### src/rtl/ms_timer_ctrl.sv
// ms_timer_ctrl: millisecond stopwatch/countdown controller with command port.
// All state updates on the falling edge of clk; rst is async, active-high.
//
// Ports:
//   clk, rst             clock (falling-edge active), async active-high reset
//   cmd_valid/cmd_ready  command handshake; cmd_ready is 1 outside reset
//   cmd_op [1:0]         00 START, 01 STOP, 10 CLEAR, 11 LOAD
//   cmd_data [CNT_W]     LOAD target in ms (0 = free-run, no target)
//   lap_req              lap capture strobe (MS_TIMER_LAP_EN builds only)
//   ms_tick              one-cycle pulse per elapsed ms while running
//   elapsed_ms [CNT_W]   ms counted since the last START from IDLE
//   lap_ms [CNT_W]       elapsed_ms captured at the last lap (0 when not built)
//   state [1:0]          00 IDLE, 01 RUN, 10 PAUSE, 11 DONE
//   done                 one-cycle pulse on entry to DONE
//   cmd_err              one-cycle pulse for an accepted illegal command
//
// Build option: define MS_TIMER_LAP_EN to build the lap capture register.

module ms_timer_ctrl #(
    parameter int unsigned CLK_PER_MS = 5000,
    parameter int unsigned CNT_W      = 16
) (
    input  logic             clk,
    input  logic             rst,
    input  logic             cmd_valid,
    output logic             cmd_ready,
    input  logic [1:0]       cmd_op,
    input  logic [CNT_W-1:0] cmd_data,
    input  logic             lap_req,
    output logic             ms_tick,
    output logic [CNT_W-1:0] elapsed_ms,
    output logic [CNT_W-1:0] lap_ms,
    output logic [1:0]       state,
    output logic             done,
    output logic             cmd_err
);

    localparam logic [1:0] S_IDLE  = 2'b00;
    localparam logic [1:0] S_RUN   = 2'b01;
    localparam logic [1:0] S_PAUSE = 2'b10;
    localparam logic [1:0] S_DONE  = 2'b11;

    localparam logic [1:0] OP_START = 2'b00;
    localparam logic [1:0] OP_STOP  = 2'b01;
    localparam logic [1:0] OP_CLEAR = 2'b10;
    localparam logic [1:0] OP_LOAD  = 2'b11;

    localparam int unsigned PW = $clog2(CLK_PER_MS);

    localparam logic [PW-1:0]    PRE_LAST = PW'(CLK_PER_MS - 1);
    localparam logic [PW-1:0]    PRE_ONE  = PW'(1);
    localparam logic [CNT_W-1:0] CNT_ONE  = CNT_W'(1);
    localparam logic [CNT_W-1:0] CNT_MAX  = '1;

    logic [1:0]       r_state;
    logic [1:0]       w_state_nxt;
    logic [PW-1:0]    r_pre;
    logic [PW-1:0]    w_pre_nxt;
    logic [CNT_W-1:0] r_elapsed;
    logic [CNT_W-1:0] w_elapsed_nxt;
    logic [CNT_W-1:0] r_target;
    logic [CNT_W-1:0] w_target_nxt;

    logic w_acc;
    logic w_tick;
    logic w_hit;
    logic w_clear;
    logic w_illegal;

    // Handshake is always open except while reset is held.
    assign cmd_ready = ~rst;
    assign w_acc     = cmd_valid & cmd_ready;
    assign w_clear   = w_acc & (cmd_op == OP_CLEAR);

    assign w_tick = (r_state == S_RUN) && (r_pre == PRE_LAST);

    // This tick completes the programmed count.
    assign w_hit = w_tick && (r_target != '0)
                   && ((r_elapsed + CNT_ONE) == r_target);

    always_comb begin
        w_illegal = 1'b0;
        case (cmd_op)
            OP_START: w_illegal = (r_state == S_RUN) || (r_state == S_DONE);
            OP_STOP:  w_illegal = (r_state != S_RUN);
            OP_CLEAR: w_illegal = 1'b0;
            OP_LOAD:  w_illegal = (r_state == S_RUN) || (r_state == S_PAUSE);
            default:  w_illegal = 1'b0;
        endcase
    end

    assign ms_tick    = w_tick;
    // CLEAR in the completing cycle suppresses the done pulse.
    assign done       = w_hit & ~w_clear;
    assign cmd_err    = w_acc & w_illegal;
    assign state      = r_state;
    assign elapsed_ms = r_elapsed;

    always_comb begin
        w_state_nxt   = r_state;
        w_pre_nxt     = r_pre;
        w_elapsed_nxt = r_elapsed;
        w_target_nxt  = r_target;

        // Counting happens first; the command below then overrides it.
        if (r_state == S_RUN) begin
            if (w_tick) begin
                w_pre_nxt = '0;
                if (w_hit) begin
                    w_elapsed_nxt = r_target;
                    w_state_nxt   = S_DONE;
                end else if (r_elapsed != CNT_MAX) begin
                    w_elapsed_nxt = r_elapsed + CNT_ONE;
                end
            end else begin
                w_pre_nxt = r_pre + PRE_ONE;
            end
        end

        if (w_acc && !w_illegal) begin
            case (cmd_op)
                OP_START: begin
                    if (r_state == S_IDLE) begin
                        w_pre_nxt     = '0;
                        w_elapsed_nxt = '0;
                    end
                    w_state_nxt = S_RUN;
                end
                OP_STOP: begin
                    // Reaching the target in the same cycle wins.
                    if (!w_hit) begin
                        w_state_nxt = S_PAUSE;
                    end
                end
                OP_CLEAR: begin
                    w_state_nxt   = S_IDLE;
                    w_pre_nxt     = '0;
                    w_elapsed_nxt = '0;
                end
                OP_LOAD: begin
                    w_target_nxt = cmd_data;
                    w_state_nxt  = S_IDLE;
                end
                default: begin
                    w_state_nxt = r_state;
                end
            endcase
        end
    end

    always_ff @(negedge clk or posedge rst) begin
        if (rst) begin
            r_state   <= S_IDLE;
            r_pre     <= '0;
            r_elapsed <= '0;
            r_target  <= '0;
        end else begin
            r_state   <= w_state_nxt;
            r_pre     <= w_pre_nxt;
            r_elapsed <= w_elapsed_nxt;
            r_target  <= w_target_nxt;
        end
    end

`ifdef MS_TIMER_LAP_EN
    logic [CNT_W-1:0] r_lap;

    // Captures the value elapsed_ms takes after this edge.
    always_ff @(negedge clk or posedge rst) begin
        if (rst) begin
            r_lap <= '0;
        end else if (w_clear) begin
            r_lap <= '0;
        end else if (lap_req &&
                     ((r_state == S_RUN) || (r_state == S_PAUSE))) begin
            r_lap <= w_elapsed_nxt;
        end
    end

    assign lap_ms = r_lap;
`else
    logic w_unused_lap;

    assign w_unused_lap = lap_req;
    assign lap_ms       = '0;
`endif

endmodule

### config.mk
export PLATFORM = sky130hd
export DESIGN_NAME = ms_timer_ctrl
export DESIGN_NICKNAME = d
export VERILOG_FILES = /design/src/rtl/ms_timer_ctrl.sv
export SDC_FILE = /design/constraint.sdc
export NUM_CORES = 1
export LEC_CHECK = 0
export CORE_MARGIN = 2
export CORE_UTILIZATION = 45
export DETAILED_ROUTE_END_ITERATION = 16
export PLACE_DENSITY = 0.7
export SYNTH_ARGS = -nofsm -noshare
export SYNTH_HDL_FRONTEND = slang
export SYNTH_SLANG_ARGS = --single-unit
### constraint.sdc
create_clock -name clk -period 4.5 [get_ports clk]
set_input_delay 1.35 -clock clk [delete_from_list [all_inputs] [get_ports clk]]
set_output_delay 1.35 -clock clk [all_outputs]
set_load 0.01 [all_outputs]
## Yosys cells after proc, flatten, opt, wreduce, memory -nomap -nowiden

Cells that the tools add are included.

- $add $sub $neg: 2
- Bitwise logic cells: 6
- Reductions and logical operators: 12
- Multiplexer cells: 19
- Eq/ne operators: 10

Operators by type and width:

| cell | count |
|---|---|
| 16-bit two-way mux | 6 |
| 13-bit two-way mux | 4 |
| 16-bit case mux with 2 select lines | 1 |
| 13-bit case mux with 2 select lines | 1 |
| 16-bit by 1-bit adder with 16-bit output (second input constant) | 1 |
| 16-bit equality test | 1 |
| 16-bit != test (second input constant) | 1 |
| 16-bit nonzero test | 1 |
| 13-bit by 1-bit adder with 13-bit output (second input constant) | 1 |
| 13-bit equality test (second input constant) | 1 |
| 2-bit two-way mux | 5 |
| 2-bit equality test (second input constant) | 4 |
| 2-bit case mux with 3 select lines | 1 |
| 1-bit bitwise AND | 4 |
| 2-bit by 1-bit equality test with 1-bit output (second input constant) | 2 |
| 1-bit logical AND | 4 |
| 2-bit logical NOT | 2 |
| 1-bit case mux with 4 select lines | 1 |
| 1-bit logical OR | 2 |
| 2-bit by 1-bit != test with 1-bit output (second input constant) | 1 |
| 1-bit NOT | 2 |
| 2-bit AND reduction | 1 |
| 2-bit OR reduction | 1 |
| 1-bit logical NOT | 1 |

- Output and inout bits: 38
- Bits in registers: 47
- Word-level logic and storage cells: 53
- Bits of input ports: 22

## Longest topological paths before layout

- Depth after elaboration: 10
- Mapped depth: 11
- Mapped depth without buffers: 9

==> results by group <==
Clock tree
  – Clock Latency Late Sink: 0.31 ns
  – Clock Path Buffers: 2
  – H-tree levels: 2
  – CTS tree: done
  – Cts bufs inserted: 5
  – CTS clk-pin slew, worst paths: 0.07 ns
  – TritonCTS Sinks: 47
  – CTS Root Cell: clkbuf_8

Global routing
  – First-pass GRT wire length: 19700 um
  – Overall Global Routing Usage: 0.295
  – Met3 Use GR: 0.0526
  – Largest net degree at the start of global routing: 25
  – Grt peak-use layer: met2
  – Met1 usage: 0.357
  – Vias in the first global route: 3923
  – M2 GR Usage: 0.518
  – Initial antenna violation count: 0
  – Grt total ovfl: 0

Detailed routing
  – Vias: 3816
  – Routed len/inst: 18.4 um
  – Final ANT Viol Nets: 0
  – Pre-Repair DR Iteration Count: 5
  – Routed WL: 12600 um
  – Via density: 5.55
  – DRC: 0
  – DRT iter0 DRCs: 242

Placement
  – Place WS: -1.81 ns
  – Detailed-placement wirelength estimate: 8290 um
  – Port Buffer Count: 42
  – GP Congestion: 0.897
  – Dpl cell area: 5080 um^2

Floorplanning
  – Die Ht: 91.8 um
  – Die ar.: 8430 um^2
  – Width of the die: 91.8 um
  – Core footprint: 7610 um^2
  – Starting Density: 0.456
  – Floorplan row count: 32
  – # IOs: 60

Worst setup path
  – Critical Path Fanout Max: 4
  – CP Cell Sequence: nand4_1 -> or4_4 -> mux2_4 -> nor2_4 -> nand4_4 -> a211oi_4 -> buf_2
  – Critical Path Source: elapsed_ms[5]
  – Crit path launch type: flip-flop
  – Critical path's slowest cell: or4_4
  – Required time of the critical path: 3.15 ns
  – Buffers & Inverters on Critical Path: 1
  – Max incr delay on CP: 0.54 ns
  – Worst setup EP type: output port
  – WP data arrival: 4.75 ns
  – RR Startpoint: elapsed_ms[0]
  – Setup CP Type: flip-flop to output port
  – Delay-heaviest family, CP: simple AND/OR/NAND/NOR gates

Logic synthesis
  – Yosys synthesis warning count: 0
  – FF+latch count, synth: 47
  – Synth Flop Type: dfrtn_1
  – Mapped cell area: 3470 um^2
  – Post-synth cell types: 62
  – Synth area leader: dfrtn_1
  – Synth top cells by count: 49 x nor2_1, 47 x dfrtn_1, 22 x nand2_1
  – Mapped Cells: 389
  – Top cells by area, synth: dfrtn_1 34%, nor2_1 5.3%, mux2_2 5.2%
  – FFs w/ async S/R, synth: 1.00
  – EDFF count, synth: 0
  – Share of the synthesized area in the top cell type: 0.339
  – Register area share after synthesis: 0.339
  – Count leader, synth: nor2_1
  – Synthesized area per cell: 8.92 um^2

Pwr
  – Peak VDD IR: 0.233 mV
  – PD cells: 343 nW/um^2
  – Leakage power figure: 2.70 nW

Timing
  – Max_slew headroom: 0.488
  – Final Hold Fails: 0
  – PnR worst setup slack: -1.60 ns
  – Clk_skew: 0.00592 ns
  – Max Slew Vio Count: 0
  – Min Hold Slack: 0.565 ns
  – Setup_tns: -38.78 ns
  – Worst slew pin tran: 0.766 ns
  – RSZ-0062 raised after global routing: yes
  – Final setup violation count: 68

Outcome
  – Failing checks: negative setup slack
  – Status: finished, violations left

Layout
  – Nets@finish: 613
  – Layout area overhead: 71.2%
  – Final instance area: 5940 um^2
  – N_diodes: 0
  – Share of cells above drive strength 1: 0.482

Min path
  – Hold Startpoint: r_target[15]
  – Min-Delay Path Class: flip-flop to flip-flop

Run
  – Max-cap violation count: 0
-- power breakdown --
| group | internal (mW) | total [mW] | switching [mW] |
|---|---|---|---|
| Clock | 0.222 | 0.386 | 0.164 |
| Sequential | 0.521 | 0.615 | 0.0942 |
| Combinational | 0.578 | 1.04 | 0.460 |
-- registers in the layout, summed over array words and instances (netlist names) --
register / count
r_target: 16
elapsed_ms: 16
r_pre: 13
state: 2
-- final timing paths --
check | endpoint | slack, ns | depth (start not counted)
worst min-delay path | r_target[15] | 0.57 | 1
min in group asynchronous | state[1] | 3.70 | 4
max in group asynchronous | r_target[6] | 0.61 | 4
worst max register to register | elapsed_ms[0] | 1.26 | 12
worst max-delay path | done | -1.60 | 7
worst min register to register | r_target[15] | 0.57 | 1
-- timing repair --
item / CTS / global route
gates cloned: 1 / 0
pin swaps: 24 / 10
resized for setup: 179 / 43
setup buffers: 32 / 20
setup endpoints to repair: 68 / 68
endpoints found under the hold margin: 0 / 0
hold buffers: 0 / 0
-- per-layer routing --
metal / routed length [um] / vias up
li1: - / 1765
met1: 5030 / 1877
met2: 6500 / 141
met3: 617 / 33
met4: 456 / 0
met5: 0 / -
-- cell usage in the layout, fill, tap and decap left out, drive strengths merged, types with 12 or more instances in the layout --
cell type / synthesis / layout
a21oi: 19 / 19
buf: 25 / 186
clkdlybuf4s50: 0 / 19
conb: 1 / 16
dfrtn: 47 / 47
mux2: 17 / 17
mux2i: 15 / 15
nand2: 22 / 22
nand3: 17 / 17
nand4: 18 / 18
nor2: 50 / 50
nor3: 16 / 16
xnor2: 14 / 14
xor2: 12 / 12
-- area by class of cell --
class                           instances  area [um^2]
Fill cell                             485         1670
Clock buffer                            5         68.8
Multi-Input combinational cell        313         2520
Clock inverter                          3         67.6
Tap cell                              102          128
Timing Repair Buffer                  205         1920
Sequential cell                        47         1180
Inverter                               12         65.1
-- per-stage QoR --
step	power (mW)	std cells	utilization
6_report	2.04	687	0.781
5_1_grt	2.14	687	0.781
4_1_cts	1.97	680	0.759
3_5_place_dp	1.48	643	0.668
3_3_place_gp	1.46	643	0.668
2_1_floorplan	1.07	404	-
-- kinds of logic (layout without fill, tap and decap cells) --
kind of cell,Yosys count,in the layout,share of synthesized area
AND/OR/NAND/NOR,171,171,0.278
AO/OA/AOI/OAI,61,61,0.119
flip-flops,47,47,0.339
buffers and inverters,44,225,0.0725
multiplexers,32,32,0.0995
XOR/XNOR,26,26,0.0656
adder cells (fa/ha/maj),7,7,0.0252
other,1,16,0.00108
Note: power is estimated with default switching activity, not from simulation.
==> patch, RTL diff (same settings) <==
Build with the macro `MS_TIMER_LAP_EN` defined.
--- a/src/rtl/ms_timer_ctrl.sv
+++ b/src/rtl/ms_timer_ctrl.sv
@@ -15,6 +15,8 @@
 //   cmd_err              one-cycle pulse for an accepted illegal command
 //
 // Build option: define MS_TIMER_LAP_EN to build the lap capture register.
+
+`define MS_TIMER_LAP_EN
 
 module ms_timer_ctrl #(
     parameter int unsigned CLK_PER_MS = 5000,
Behaviour: same outputs for any inputs over 10 cycles, from zero or initial values and one cycle with rst high; that may be too few to reach the edited logic, so the function may still have changed.
==> patch against the unedited design <==
- the flow still finishes with violations (negative setup slack)
- sequential share of layout area rose by 3.8 points
- sequential cell count rose by 16
- routed wire length rose by 17%
- area after synthesis rose by 16%
- final area rose by 12%
- power rose by 11%
- worst setup slack got worse by 230 ps
- first-iteration DRC count fell by 2.9%
- critical path type unchanged
- largest power group unchanged
==> patch: results (changes against the unedited design) <==
- Status: finished with violations (unchanged)
- Failing checks: negative setup slack (unchanged)
- Slack of the critical path: -1833 ps (was -1604 ps)
- Met3 Wirelength: 990 um (was 617 um)
- DR iter-0 viols: 235 (was 242)
- Worst r2r src: state[1] (was elapsed_ms[0])
- Initial antenna violation count: 0 (unchanged)
- Largest buffer count on any clock path: 2 (unchanged)
- Max layer used: met4 (unchanged)
- Buffers on Ports: 59 (was 42)
- Nets: 664 (was 613)
- Net count after synthesis: 459
- CTS H-tree lvls: 3 (was 2)
- Total track usage: 0.3004 (was 0.2946)
- Routed vias: 4225 (was 3816)
- Ys async rst share: 1.000 (unchanged)
- Synth top cells by count: dfrtn_1, nand2_1, o21ai_0 (was nor2_1, dfrtn_1, nand2_1)
- Main synth FF type: dfrtn_1 (unchanged)
- Synth cell types: 62 (unchanged)
- Synth area leaders: dfrtn_1, o21ai_0, mux2i_1 (was dfrtn_1, nor2_1, mux2_2)
- CTS buffer count: 9 (was 5)
- Static leakage: 3.144 nW (was 2.703 nW)
- Met2 WL: 7.169 mm (was 6.503 mm)
- Layout cells sized above 1: 0.5133 (was 0.4821)
- Crit path DAT: 4980 ps (was 4750 ps)
- Largest net degree at the start of global routing: 65 (was 25)
- Post-synth EDFFs: 0 (unchanged)
- Vias in the first global route: 4251 (was 3923)
- Drt first pass iters: 4 (was 5)
- Clock Tree Root: clkbuf_8 (unchanged)
- Min-Delay Path Class: reg -> reg (unchanged)
- Sequential-to-total area share from yosys stat: 0.3925 (was 0.3389)
- Worst-path clk slew: 50 ps (was 70 ps)
- Gpl congestion: 0.9417 (was 0.8971)
- # setup viols final: 84 (was 68)
- Yosys Warn Count: 0 (unchanged)
- Worst VDD drop: 0.0002647 V (was 0.0002328 V)
- Min-delay src: lap_ms[14] (was r_target[15])
- # diodes: 0 (unchanged)
- Wirelength, routed: 14.72 mm (was 12.61 mm)
- Crit. Startpoint: elapsed_ms[5] (unchanged)
- Area grow syn2layout: 66.32% (was 71.20%)
- Post-route met1 wirelength: 6.306 mm (was 5.032 mm)
- First-pass GRT wire length: 22.46 mm (was 19.67 mm)
- HPWL after detailed placement: 9.092 mm (was 8.290 mm)
- Final setup skew: 7.895 ps (was 5.920 ps)
- Area of placed instances: 5598 um^2 (was 5082 um^2)
- Slew HR: 0.4411 (was 0.4877)
- Skew-Pair Late Insertion Delay: 330 ps (was 310 ps)
- Worst-path fanout max: 4 (unchanged)
[patch: critical path, stage by stage, from the launching register on]
cell      delay [ps]
dfrtn_1          440
nand4_1          210
buf_4            200
buf_4            120
nor2_1           140
xor3_1           260
a211oi_1         280
or3b_4           420
nor4_4           160
buf_2            180
[patch: logic make-up (layout without fill, tap and decap cells)]
logic type,after synthesis,in the layout,share of synthesized area
compound gates,90,91,0.1489
xor+xnor,34,34,0.09533
mux,29,29,0.07757
buf+inv,44,249,0.05327
fa+ha+maj,6,6,0.01869
flops,63,63,0.3925
simple gates,165,167,0.2137
[patch: area by class of cell]
type                            count  area, um^2
Fill cell                         584        1998
Tap cell                          108       135.1
Multi-Input combinational cell    327        2708
Sequential cell                    63        1577
Clock buffer                       10       137.6
Timing Repair Buffer              223        2014
Clock inverter                      4       47.55
Inverter                           12       61.31
[patch: repair_timing]
action                                  4_1_cts  5_1_grt
endpoints found under the setup margin      164       94
gates resized for setup                     300       56
cloned                                        7        0
pin swaps                                    44       17
setup buffers                                36       20
[patch: per-layer routing]
layer  up-vias  GRT usage
met1      2066     0.4000
li1       1977          -
met2       160     0.4825
met5         -          0
met3        22    0.07305
met4         0     0.1033
[patch: final timing paths]
path / to / slack, ps / cells after the start
min in group asynchronous: r_target[14] / 3550 / 4
max in group asynchronous: lap_ms[12] / 320 / 4
setup / recovery: done / -1830 / 9
hold reg to reg: lap_ms[14] / 490 / 2
setup reg to reg: lap_ms[2] / 830 / 15
hold / removal: lap_ms[14] / 490 / 2
[patch: where the power goes]
| part | leakage (nW) | switching, mW | internal, mW |
|---|---|---|---|
| logic | 2.21 | 0.497 | 0.529 |
| registers | 0.843 | 0.0921 | 0.667 |
| clock network | 0.0940 | 0.222 | 0.263 |
[patch: stage by stage]
| stage | setup slack, ps | cells | setup TNS (ps) | util | power, mW |
|---|---|---|---|---|---|
| 2_1_floorplan | -1611 | 431 | -37620 | - | 1.200 |
| 3_3_place_gp | -1951 | 685 | -94610 | 0.6450 | 1.566 |
| 3_5_place_dp | -2004 | 685 | -98170 | 0.6450 | 1.583 |
| 4_1_cts | -1813 | 740 | -25560 | 0.7437 | 2.201 |
| 5_1_grt | -1954 | 747 | -28180 | 0.7698 | 2.364 |
| 6_report | -1833 | 747 | -25860 | 0.7698 | 2.270 |
